--- src/rtl/color_bounce_sequencer.sv ---
// Color Bounce top-level controller: paces the updater per frame, latches its score and
// gameover results, and sequences the VGA drawer passes over a request/done handshake.
module color_bounce_sequencer #(
  parameter int unsigned TICK_CYCLES = 833333,
  parameter int unsigned SCORE_W     = 32
) (
  input  logic               clk,
  input  logic               reset,
  input  logic               start_n,
  input  logic               gameover_in,
  input  logic [SCORE_W-1:0] next_score_in,
  input  logic               draw_done,
  output logic [1:0]         statesig,
  output logic               draw_req,
  output logic [1:0]         draw_sel,
  output logic [SCORE_W-1:0] curr_score,
  output logic               game_active,
  output logic               game_over
);

  localparam int unsigned CntW = (TICK_CYCLES > 2) ? $clog2(TICK_CYCLES) : 1;
  localparam logic [CntW-1:0] CntLast = CntW'(TICK_CYCLES - 1);
  localparam logic [CntW-1:0] CntOne  = CntW'(1);

  // Nine states do not fit in three bits, so the register is four bits wide.
  typedef enum logic [3:0] {
    StIdle   = 4'd0,
    StClear  = 4'd1,
    StWait   = 4'd2,
    StUpdate = 4'd3,
    StLatch  = 4'd4,
    StErase  = 4'd5,
    StBall   = 4'd6,
    StPlats  = 4'd7,
    StOver   = 4'd8
  } state_e;

  state_e             state_q, state_d;
  logic [CntW-1:0]    cnt_q, cnt_d;
  logic [SCORE_W-1:0] score_q, score_d;
  logic [1:0]         statesig_q, statesig_d;
  logic               draw_req_q, draw_req_d;
  logic [1:0]         draw_sel_q, draw_sel_d;
  logic               active_q, active_d;
  logic               over_q, over_d;
  logic               start_s1_q, start_s2_q, start_s3_q;
  logic               start_fall;

  // start_s3_q holds the previous synchronised key level for press detection.
  assign start_fall = start_s3_q & ~start_s2_q;

  always_comb begin
    state_d = state_q;
    cnt_d   = '0;
    score_d = score_q;
    case (state_q)
      StIdle: begin
        if (!start_s2_q) state_d = StClear;
      end
      StClear: begin
        if (draw_done) begin
          state_d = StWait;
          score_d = '0;
        end
      end
      StWait: begin
        if (cnt_q == CntLast) state_d = StUpdate;
        else                  cnt_d   = cnt_q + CntOne;
      end
      StUpdate: state_d = StLatch;
      StLatch: begin
        score_d = next_score_in;
        state_d = gameover_in ? StOver : StErase;
      end
      StErase: if (draw_done) state_d = StBall;
      StBall:  if (draw_done) state_d = StPlats;
      StPlats: if (draw_done) state_d = StWait;
      StOver:  if (start_fall) state_d = StClear;
      default: state_d = StIdle;
    endcase
  end

  // Outputs decode the next state so they are registered and valid on state entry.
  always_comb begin
    statesig_d = 2'b00;
    draw_req_d = 1'b0;
    draw_sel_d = 2'b00;
    active_d   = 1'b1;
    over_d     = 1'b0;
    case (state_d)
      StClear:  begin statesig_d = 2'b01; draw_req_d = 1'b1; draw_sel_d = 2'b00; end
      StWait:   statesig_d = 2'b10;
      StUpdate: statesig_d = 2'b11;
      StLatch:  statesig_d = 2'b10;
      StErase:  begin statesig_d = 2'b01; draw_req_d = 1'b1; draw_sel_d = 2'b01; end
      StBall:   begin statesig_d = 2'b01; draw_req_d = 1'b1; draw_sel_d = 2'b10; end
      StPlats:  begin statesig_d = 2'b01; draw_req_d = 1'b1; draw_sel_d = 2'b11; end
      StOver:   begin active_d = 1'b0; over_d = 1'b1; end
      default:  active_d = 1'b0;
    endcase
  end

  always_ff @(posedge clk) begin
    if (reset) begin
      state_q    <= StIdle;
      cnt_q      <= '0;
      score_q    <= '0;
      statesig_q <= 2'b00;
      draw_req_q <= 1'b0;
      draw_sel_q <= 2'b00;
      active_q   <= 1'b0;
      over_q     <= 1'b0;
      start_s1_q <= 1'b1;
      start_s2_q <= 1'b1;
      start_s3_q <= 1'b1;
    end else begin
      state_q    <= state_d;
      cnt_q      <= cnt_d;
      score_q    <= score_d;
      statesig_q <= statesig_d;
      draw_req_q <= draw_req_d;
      draw_sel_q <= draw_sel_d;
      active_q   <= active_d;
      over_q     <= over_d;
      start_s1_q <= start_n;
      start_s2_q <= start_s1_q;
      start_s3_q <= start_s2_q;
    end
  end

  assign statesig    = statesig_q;
  assign draw_req    = draw_req_q;
  assign draw_sel    = draw_sel_q;
  assign curr_score  = score_q;
  assign game_active = active_q;
  assign game_over   = over_q;

endmodule

--- config.mk ---
export PLATFORM = sky130hd
export DESIGN_NAME = color_bounce_sequencer
export DESIGN_NICKNAME = d
export VERILOG_FILES = /design/src/rtl/color_bounce_sequencer.sv
export SDC_FILE = /design/constraint.sdc
export NUM_CORES = 1
export LEC_CHECK = 0
export ABC_CLOCK_PERIOD_IN_PS = 1700
export BUFFER_PORTS_ARGS = -buffer_cell sky130_fd_sc_hd__buf_2
export CORE_ASPECT_RATIO = 0.75
export CORE_UTILIZATION = 25
export DETAILED_ROUTE_END_ITERATION = 10
export PLACE_DENSITY = 0.43
export SKIP_CTS_REPAIR_TIMING = 1
export SYNTH_ARGS = -nofsm -noshare
export SYNTH_HDL_FRONTEND = slang
export SYNTH_SLANG_ARGS = --single-unit
export TNS_END_PERCENT = 30
--- constraint.sdc ---
create_clock -name clk -period 1.7 [get_ports clk]
set_input_delay 0.425 -clock clk [delete_from_list [all_inputs] [get_ports clk]]
set_output_delay 0.425 -clock clk [all_outputs]
set_load 0.01 [all_outputs]
* After elaboration in Yosys (flattened, before gate mapping)
Cells that the tools add are included.
** Word-level totals
- ROM bits :: 0
- Register bits after elaboration :: 66
- Bits of input ports :: 37
- RAM bits :: 0
- Latch bits :: 0
- Memories kept :: 0
** Operators by class
- Add/sub/neg operators :: 1
- Shift operators :: 0
- Equal/unequal tests :: 18
- Reductions and logical operators :: 8
- Multiplexer cells :: 15
- $mul :: 0
- Magnitude comparators :: 0
- Bitwise logic cells :: 3
- Div/mod/pow operators :: 0
** Operators with widths (number)
- 32-bit one-hot mux with 2 select lines :: 1
- 4-bit by 3-bit == test with 1-bit output (second input constant) :: 8
- 32-bit 2-to-1 mux :: 1
- 4-bit one-hot mux with 8 select lines :: 1
- 4-bit 2-to-1 mux :: 7
- 20-bit by 1-bit adder with 20-bit output (second input constant) :: 1
- 20-bit == test (second input constant) :: 1
- 4-bit by 2-bit == test with 1-bit output (second input constant) :: 4
- 2-bit one-hot mux with 3 select lines :: 2
- 4-bit by 1-bit == test with 1-bit output (second input constant) :: 2
- 4-bit == test (second input constant) :: 2
- 7-bit OR reduction :: 1
- 4-bit logical NOT :: 1
- 2-bit OR reduction :: 2
- 4-bit OR reduction :: 1
- 1-bit 2-to-1 mux :: 3
- 3-bit OR reduction :: 1
- 2-bit != test (second input constant) :: 1
- 1-bit inverter :: 2
- 2-bit AND reduction :: 1
- 2-bit nonzero test :: 1
- 1-bit bitwise AND :: 1

* Depth between registers and ports, before layout
Gate-level depths: netlist (run 1).
- Word-level depth :: 7
- Depth in mapped cells :: 7
- Depth with buffers taken out :: 6

* Worst setup path before layout (run 1)
Ideal clock, no wire load.
- Kind :: reg2reg
- From :: reg cnt_q[0]
- To :: reg cnt_q[16]
- Slack :: 0.063 ns
- Clock period less this slack :: 1.637 ns
- Path buffers :: 0
- Arrival time :: 1.520 ns
- Cell stages (with the launch flop) :: 7
- Cell sequence :: dfxtp_1 ha_1 nand3_1 nor4b_1 nand3_1 xor2_1 nor2_1
** On the way
- Cells in the longest elaborated chain, start to end :: 2
- Elaborated cells between the ends (all ways) :: 3
- Those cells by class :: 1 x add/sub; 1 x eq/ne; 1 x reduce/logical
** Ends and longest elaborated chain
- start, declared :: RTL line 39 : logic [CntW-1:0] cnt_q, cnt_d;
- start signal, assigned :: RTL line 118 : cnt_q <= cnt_d;
- branches (longest 2 deep; another with 20-bit by 1-bit adder with 20-bit output)
Several ways; the timed one is not identified.
A chain may end at the register's enable or synchronous reset.

* Worst setup path after layout (run 1)
- From :: reg cnt_q[0]
- To :: reg cnt_q[10]
Same word-level chain as after synthesis.

==> results.cfg, run 1 <==
[run_status]
status = complete, no violations

[global_routing]
overflow = 0
grt_pass1_vias = 2047
grtUsageTotal_pct = 12.4
antenna_found_initial = 0
grt_pass1_wl_microns = 9850
grt_max_degree = 33

[setup_path]
r2r_cells = 7
regToRegSetupSlack_ps = 100
start_kind = register
cp_data_required_time_ps = 1960
cp_slowest_cell = or3b_1
worstSetupPathType = register to register
r2r-start = cnt_q[0]$_SDFF_PP0_
arrival_ps = 1860
cpPeakStageDelay_ps = 400
crit_chain = inv_1 > ha_1 > nand4b_1 > nor4_4 > or3b_1 > buf_12 > nor2_1
crit_path_max_fanout = 20
endpoint_kind = register
r2r-end = cnt_q[10]$_SDFF_PP0_

[cells_and_area]
post-route-util_pct = 36.6
final_cell_mix = buf_2 (75), nor2_1 (64), dfxtp_1 (60)
area_growth_pct = 41.9
final_common_cell = buf_2
fin_nets = 403
layout.cells.non_filler = 501
n_fill_cell = 996
drive_above_1_share_pct = 36.0
n_antenna_cell = 0

[synth]
synth_seq_cells = 66
synth.net_count = 310
synth_top_family_by_area = simple AND/OR/NAND/NOR gates
synth-compound-area-share_pct = 13.1
ys_async_sr_fraction_pct = 0
yosysUniqueCellTypes = 34
syn-mean-instance-area_sq_um = 9.21
synthSimpleGateAreaFrac_pct = 21.4
ys_seq_area_share_pct = 53.0
synth_edf_count = 0
syn-cell-area_sq_mm = 0.00249
synthAdderAreaFrac_pct = 1.00
yosys_warnings = 0
synth.area.mux_share_pct = 0.802
synth_flop_cell = dfxtp_1
syn_inst = 271
synth_xor_area_share_pct = 6.32

[pwr]
p_int_w = 0.00279
clock_power_share_pct = 52.3
cellPowerDensity_mw_per_mm2 = 1000
peakVddDrop_mv = 0.513
totalPowerFinal_w = 0.00354
comb_power_share_pct = 3.4
p_leak_nw = 1.47
switching_share_pct = 21.1
seqPwrFrac_pct = 44.2
switchingPower_w = 0.000748

[sta]
fin_setup_tns_ps = 0
finalWorstSetupSlack_ps = 102
finalClockSkew_ps = 6.45
fin_crit_sh_pct = 94.0
setup_violations = 0
worst_slew_pin_slew_ps = 392
slew_violations = 0
fmax_mhz = 626
finalHoldViolCount = 0
period_minus_slack_ps = 1600
max_slew_margin_pct = 73.6

[floorplanning]
die_h_microns = 88.5
die_area_sq_mm = 0.0104
rows = 31
die_w_microns = 117
fp.coreArea_sq_mm = 0.00966
io_pins = 76
initial_utilization_pct = 25.8

[placement]
pre_cts_slack_ps = -12.4
hpwl_microns = 4150
gp_congestion = 0.715
io_buffers = 75
dpl.cell_count = 484

[clocking]
cts_made_buffers = 9
clockBufferDepth = 2
cts_root_buf = clkbuf_16
htree_num_levels = 3
clock_latency_ps = 330
clock_sinks = 66
cts_tree = done
clk_pin_slew_ps = 50

[route]
wl_microns = 6020
drt_iter0_drc = 105
via_per_inst = 4.37
drtPass1Iterations = 5
wl_per_cell_microns = 12.0
antenna_left = 0
num_vias = 2187
drc = 0

[worst_hold_path]
min_path_cells = 2
holdCritStartpoint = start_n
whs_endpoint = start_s1_q$_SDFF_PP1_
hp-class = input port to register

[run]
maxCapViolCount = 0
cell type report:
type                    count  area [sq um]  area share (%)
inverters                  10          37.5            1.06
clock inverters             6          66.3            1.87
multi-input cells         178          1120            31.7
flip-flops and latches     66          1330            37.5
clock buffers              10           239            6.75
well taps                 132           165            4.67
repair buffers             99           581            16.4
cells in the mapped netlist, types with 2 or more instances:
| cell | number | share of area, % |
|---|---|---|
| nand4_1 | 4 | 1.0 |
| a31oi_1 | 2 | 0.50 |
| ha_1 | 2 | 1.0 |
| buf_2 | 4 | 0.80 |
| a22oi_1 | 33 | 9.9 |
| nand2b_1 | 5 | 1.3 |
| xor2_1 | 9 | 3.2 |
| nor3_1 | 3 | 0.60 |
| inv_1 | 10 | 1.5 |
| or2_2 | 3 | 0.75 |
| dfxtp_1 | 66 | 53 |
| mux2i_1 | 2 | 0.80 |
| nor2_1 | 64 | 9.6 |
| xnor2_1 | 9 | 3.2 |
| a21oi_1 | 4 | 0.80 |
| nand2_1 | 5 | 0.75 |
| and3_1 | 2 | 0.50 |
| nand3_1 | 12 | 2.4 |
| nor4_1 | 2 | 0.50 |
| nor4b_1 | 5 | 1.8 |
| or3_1 | 2 | 0.50 |
| clkbuf_1 | 11 | 1.7 |
metrics by stage:
step	instance area, sq um	hold slack [ps]
2_1_floorplan	2490	389
3_3_place_gp	3170	393
3_5_place_dp	3170	409
4_1_cts	3470	272
5_1_grt	3540	281
6_report	3540	284
registers in the layout, indices dropped and copies added (netlist names):
signal / cells
game_active: 1
start_s1_q: 1
game_over: 1
start_s2_q: 1
cnt_q: 20
statesig: 2
start_s3_q: 1
curr_score: 32
state_q: 4
draw_req: 1
draw_sel: 2
logic make-up after synthesis:
group                      count (synthesis)
adders and majority gates                  2
muxes                                      2
xor gates and xnor gates                  18
and+or+nand+nor                          111
buffers and inverters                     27
DFF                                       66
AOI/OAI and AO/OA                         45
critical path, delay by kind of cell, from the launching register on:
family | cells | cell delay (ps)
flip-flops | 1 | 360
AND/OR/NAND/NOR | 4 | 740
buffers and inverters | 2 | 230
adder cells (fa/ha/maj) | 1 | 220
per-layer routing:
metal / vias to the layer above / GRT usage (%) / share of wire [%]
met3: 2 / 5.48 / 6.8
met5: - / 0 / 0
li1: 1122 / - / -
met2: 65 / 18.0 / 42
met4: 0 / 5.67 / 0.56
met1: 998 / 15.8 / 51
power groups by stage:
stage | combinational, W | sequential (W) | clock, W
after global placement | 0.000124 | 0.00160 | 0
after floorplan | 0.0000500 | 0.00160 | 0
final | 0.000122 | 0.00157 | 0.00185
after CTS | 0.000124 | 0.00156 | 0.00191
after global routing | 0.000136 | 0.00157 | 0.00199
after detailed placement | 0.000124 | 0.00160 | 0
how the worst max path moves through the flow:
stage,start,end,slack [ps],depth (start not counted)
after global routing,cnt_q[7]$_SDFF_PP0_,cnt_q[18]$_SDFF_PP0_,-20,7
after global placement,state_q[2]$_SDFF_PP0_,draw_req$_SDFF_PP0_,20,4
after CTS,cnt_q[7]$_SDFF_PP0_,statesig[0]$_SDFF_PP0_,-30,6
final,cnt_q[0]$_SDFF_PP0_,cnt_q[10]$_SDFF_PP0_,100,7
after floorplan,cnt_q[0]$_SDFF_PP0_,cnt_q[16]$_SDFF_PP0_,60,6
after detailed placement,cnt_q[7]$_SDFF_PP0_,statesig[0]$_SDFF_PP0_,-10,6
No activity file was read; power rests on OpenSTA's default activity.
==> run 2, diff against run 1 <==
ABC_CLOCK_PERIOD_IN_PS = not set   (was 1700)
CELL_PAD_IN_SITES_DETAIL_PLACEMENT = 1   (was not set)
CELL_PAD_IN_SITES_GLOBAL_PLACEMENT = 2   (was not set)
PLACE_DENSITY = 0.68   (was 0.43)
==> results.cfg, run 2 (synthesis gave the netlist of run 1 again) <==
[run_status]
status = complete, no violations

[worst_hold_path]
whs_endpoint = start_s1_q$_SDFF_PP1_
hp-class = input port to register
holdCritStartpoint = start_n
min_path_cells = 2

[setup_path]
cp_slowest_cell = or3b_1
critical_path.top_delay_family = simple AND/OR/NAND/NOR gates
crit_path_max_fanout = 20
cpPeakStageDelay_ps = 390
crit_buf_inv = 3
crit_chain = inv_1 > ha_1 > nand4b_1 > nor4_1 > buf_4 > or3b_1 > buf_12 > nor2_1
worstSetupPathType = register to register
arrival_ps = 1850
start_kind = register
r2r_cells = 8
cp_data_required_time_ps = 1960
regToRegSetupSlack_ps = 110
r2r-end = cnt_q[13]$_SDFF_PP0_
endpoint_kind = register
r2r-start = cnt_q[1]$_SDFF_PP0_
cp.depth = 8

[pwr]
seqPwrFrac_pct = 44.6
cellPowerDensity_mw_per_mm2 = 985
clock_power_share_pct = 51.8
totalPowerFinal_w = 0.00351
peakVddDrop_mv = 0.469
switching_share_pct = 20.2
p_int_w = 0.00280
switchingPower_w = 0.000710
comb_power_share_pct = 3.5
p_leak_nw = 1.49

[route]
drt_iter0_drc = 111
drc = 0
wl_per_cell_microns = 13.2
drtPass1Iterations = 4
via_per_inst = 4.46
antenna_left = 0
wl_microns = 6700
num_vias = 2259

[floorplanning]
die_h_microns = 88.5
fp.coreArea_sq_mm = 0.00966
rows = 31
die_area_sq_mm = 0.0104
io_pins = 76
die_w_microns = 117
initial_utilization_pct = 25.8

[cells_and_area]
largest_register_ffs = 32
final_cell_mix = buf_2 (75), nor2_1 (62), dfxtp_1 (61)
drive_above_1_share_pct = 36.9
final_common_cell = buf_2
fin_nets = 408
n_fill_cell = 1136
final_cell_area_sq_mm = 0.00357
n_antenna_cell = 0
seq_area_sq_mm = 0.00133
area_growth_pct = 43.0
multi_input_area_sq_mm = 0.00112

[clocking]
clockBufferDepth = 2
clk_pin_slew_ps = 50
cts_root_buf = clkbuf_16
clock_latency_ps = 330
htree_num_levels = 3
cts_tree = done
clock_sinks = 66
cts_made_buffers = 9

[sta]
finalHoldViolCount = 0
worst_slew_pin_slew_ps = 377
slew_violations = 0
fin_crit_sh_pct = 93.6
setup_violations = 0
fmax_mhz = 629
rsz0062_at_grt = false
finalClockSkew_ps = 5.52
max_slew_margin_pct = 74.9
finalWorstSetupSlack_ps = 109
period_minus_slack_ps = 1590

[global_routing]
grt_pass1_vias = 2296
grt_max_degree = 33
overflow = 0
grt_pass1_wl_microns = 11200
antenna_found_initial = 0
grtUsageTotal_pct = 14.1

[placement]
gp_congestion = 0.770
io_buffers = 75
pre_cts_slack_ps = -47.5
place_area_sq_mm = 0.00321
hpwl_microns = 4640

[run]
maxCapViolCount = 0
-- run 2: layer usage --
layer / GRT usage, % / wire length (microns)
met1: 17.1 / 3260
met2: 21.2 / 2790
met3: 6.70 / 517
met4: 6.73 / 128
met5: 0 / 0
-- run 2: stage by stage --
| stage | cells | setup TNS [ps] | hold slack [ps] | util, % |
|---|---|---|---|---|
| finish | 506 | 0 | 277 | 36.9 |
| detailed placement | 490 | -137 | 402 | 33.3 |
| CTS | 506 | -216 | 265 | 36.4 |
| global route | 506 | 0 | 262 | 36.9 |
| floorplan | 271 | 0 | 389 | - |
| global placement | 490 | -578 | 403 | 33.3 |
-- run 2: worst register-to-register path, cell delays in order (launching register included) --
cell      delay, ps
dfxtp_2         350
inv_1            50
ha_1            170
nand4b_1         90
nor4_1           50
buf_4           140
or3b_1          390
buf_12          180
nor2_1          110
-- run 2: layout make-up --
cell class	count	share of cell area, %
Multi-Input combinational cell	178	31.3
Clock buffer	15	8.35
Sequential cell	66	37.2
Tap cell	132	4.63
Clock inverter	1	0.140
Timing Repair Buffer	104	17.3
Inverter	10	1.05
-- run 2: how the worst max path moves through the flow --
stage,startpoint,end
6_report,cnt_q[1]$_SDFF_PP0_,cnt_q[13]$_SDFF_PP0_
5_1_grt,cnt_q[7]$_SDFF_PP0_,cnt_q[17]$_SDFF_PP0_
4_1_cts,cnt_q[14]$_SDFF_PP0_,statesig[0]$_SDFF_PP0_
3_5_place_dp,cnt_q[14]$_SDFF_PP0_,statesig[0]$_SDFF_PP0_
3_3_place_gp,cnt_q[14]$_SDFF_PP0_,statesig[0]$_SDFF_PP0_
2_1_floorplan,cnt_q[0]$_SDFF_PP0_,cnt_q[16]$_SDFF_PP0_
-- run 2: power by group through the flow --
| stage | combinational, W | clock (W) | sequential [W] |
|---|---|---|---|
| global placement | 0.000125 | 0 | 0.00160 |
| global route | 0.000139 | 0.00194 | 0.00157 |
| CTS | 0.000126 | 0.00188 | 0.00157 |
| finish | 0.000125 | 0.00182 | 0.00157 |
| floorplan | 0.0000500 | 0 | 0.00160 |
| detailed placement | 0.000126 | 0 | 0.00160 |
==> run 3, diff against run 2 <==
clock period = 1.46 ns   (was 1.7 ns; I/O delays follow)
==> results.cfg, run 3 (synthesis gave the netlist of run 1 again) <==
[floorplanning]
initial_utilization_pct = 25.8
fp.coreArea_sq_mm = 0.00966
die_h_microns = 88.5
die_area_sq_mm = 0.0104
io_pins = 76
die_w_microns = 117
rows = 31

[setup_path]
start_kind = register
r2r-end = cnt_q[17]$_SDFF_PP0_
regToRegSetupSlack_ps = -140
cp_data_required_time_ps = 1680
r2r_cells = 7
worstSetupPathType = register to register
crit_path_max_fanout = 3
endpoint_kind = register
arrival_ps = 1820
r2r-start = cnt_q[3]$_SDFF_PP0_

[placement]
dpl.cell_count = 504
io_buffers = 75
hpwl_microns = 4930
gp_congestion = 0.716

[sta]
fmax_mhz = 625
setup_violations = 24
finalWorstSetupSlack_ps = -140
whs_ps = 248
max_slew_margin_pct = 79.8
rsz0062_at_grt = true
finalHoldViolCount = 0
finalClockSkew_ps = 4.93
fin_crit_sh_pct = 110
worst_slew_pin_slew_ps = 303
slew_violations = 0
period_minus_slack_ps = 1600
fin_setup_tns_ps = -1740

[clocking]
clockBufferDepth = 2
clk_pin_slew_ps = 50
clock_latency_ps = 330
clock_sinks = 66
cts_root_buf = clkbuf_16
cts_tree = done
htree_num_levels = 3
cts_made_buffers = 9

[route]
wl_microns = 7520
via_per_inst = 4.54
wl_per_cell_microns = 14.3
drtPass1Iterations = 4
drt_iter0_drc = 96
antenna_left = 0
drc = 0
num_vias = 2383

[global_routing]
grt_max_degree = 38
antenna_found_initial = 0
grt_pass1_vias = 2367
overflow = 0
grtUsageTotal_pct = 14.1
grt_pass1_wl_microns = 11300

[worst_hold_path]
min_path_cells = 2
whs_endpoint = start_s1_q$_SDFF_PP1_
hp-class = input port to register
holdCritStartpoint = start_n

[cells_and_area]
fin_nets = 429
n_antenna_cell = 0
final_cell_mix = buf_2 (75), dfxtp_1 (55), nor2_1 (48)
drive_above_1_share_pct = 49.9
largest_register_ffs = 32
area_growth_pct = 60.4
final_common_cell = buf_2
layout.cells.non_filler = 525

[pwr]
p_leak_nw = 1.68
peakVddDrop_mv = 0.511
totalPowerFinal_w = 0.00400
cellPowerDensity_mw_per_mm2 = 1000

[run_status]
violations = negative setup slack
status = finished with violations

[run]
maxCapViolCount = 0
==> run 3: cell types whose count changed in the layout (fill, tap and decap cells not counted), sizes merged <==
cell / before / now
clkbuf: 15 / 14
buf: 104 / 123
clkinvlp: 0 / 1
==> run 3: how the worst max path moves through the flow <==
stage / start / end / slack, ps / cells past startpoint
after floorplan: state_q[0]$_SDFF_PP0_ / draw_req$_SDFF_PP0_ / -20 / 5
after global placement: draw_done / statesig[0]$_SDFF_PP0_ / -150 / 7
after detailed placement: cnt_q[1]$_SDFF_PP0_ / cnt_q[3]$_SDFF_PP0_ / -200 / 8
after CTS: cnt_q[1]$_SDFF_PP0_ / cnt_q[3]$_SDFF_PP0_ / -220 / 8
after global routing: cnt_q[0]$_SDFF_PP0_ / cnt_q[17]$_SDFF_PP0_ / -220 / 7
final: cnt_q[3]$_SDFF_PP0_ / cnt_q[17]$_SDFF_PP0_ / -140 / 7
==> run 3: cell type report <==
type | instances | area [sq um]
Multi-Input combinational cell | 178 | 1340
Inverter | 10 | 37.5
Clock inverter | 2 | 12.5
Tap cell | 132 | 165
Timing Repair Buffer | 125 | 838
Fill cell | 1113 | 5660
Clock buffer | 12 | 267
Sequential cell | 66 | 1340
==> run 3: per-layer routing <==
metal  up-vias  part of all wire (%)  wire length (microns)  track usage [%]
li1       1181                     -                      -                -
met1      1139                    47                   3530             17.5
met2        52                    46                   3450             21.1
met3        11                   6.0                    453             6.25
met4         0                   1.2                     92             6.85
met5         -                     0                      0                0
==> run 3: power breakdown <==
part	leakage [nW]	total, W	internal [W]	switching, W
logic	1.01	0.000170	0.0000846	0.0000856
clock network	0.137	0.00201	0.00126	0.000748
registers	0.539	0.00182	0.00181	0.0000101
==> run 3: critical path, cell delays in order (launching register included) <==
cell     delay [ps]
dfxtp_4         370
buf_4           140
nand4_1         100
buf_6           150
nor4_4          310
nand3_1         150
xor2_1          220
nor2_2           50
==> run 3: through the flow <==
stage	worst slack [ps]	instance area (sq um)	util [%]
CTS	-219	3670	38.0
global placement	-152	3390	35.1
global route	-218	4000	41.4
finish	-140	4000	41.4
floorplan	-20.4	2570	-
detailed placement	-203	3390	35.1
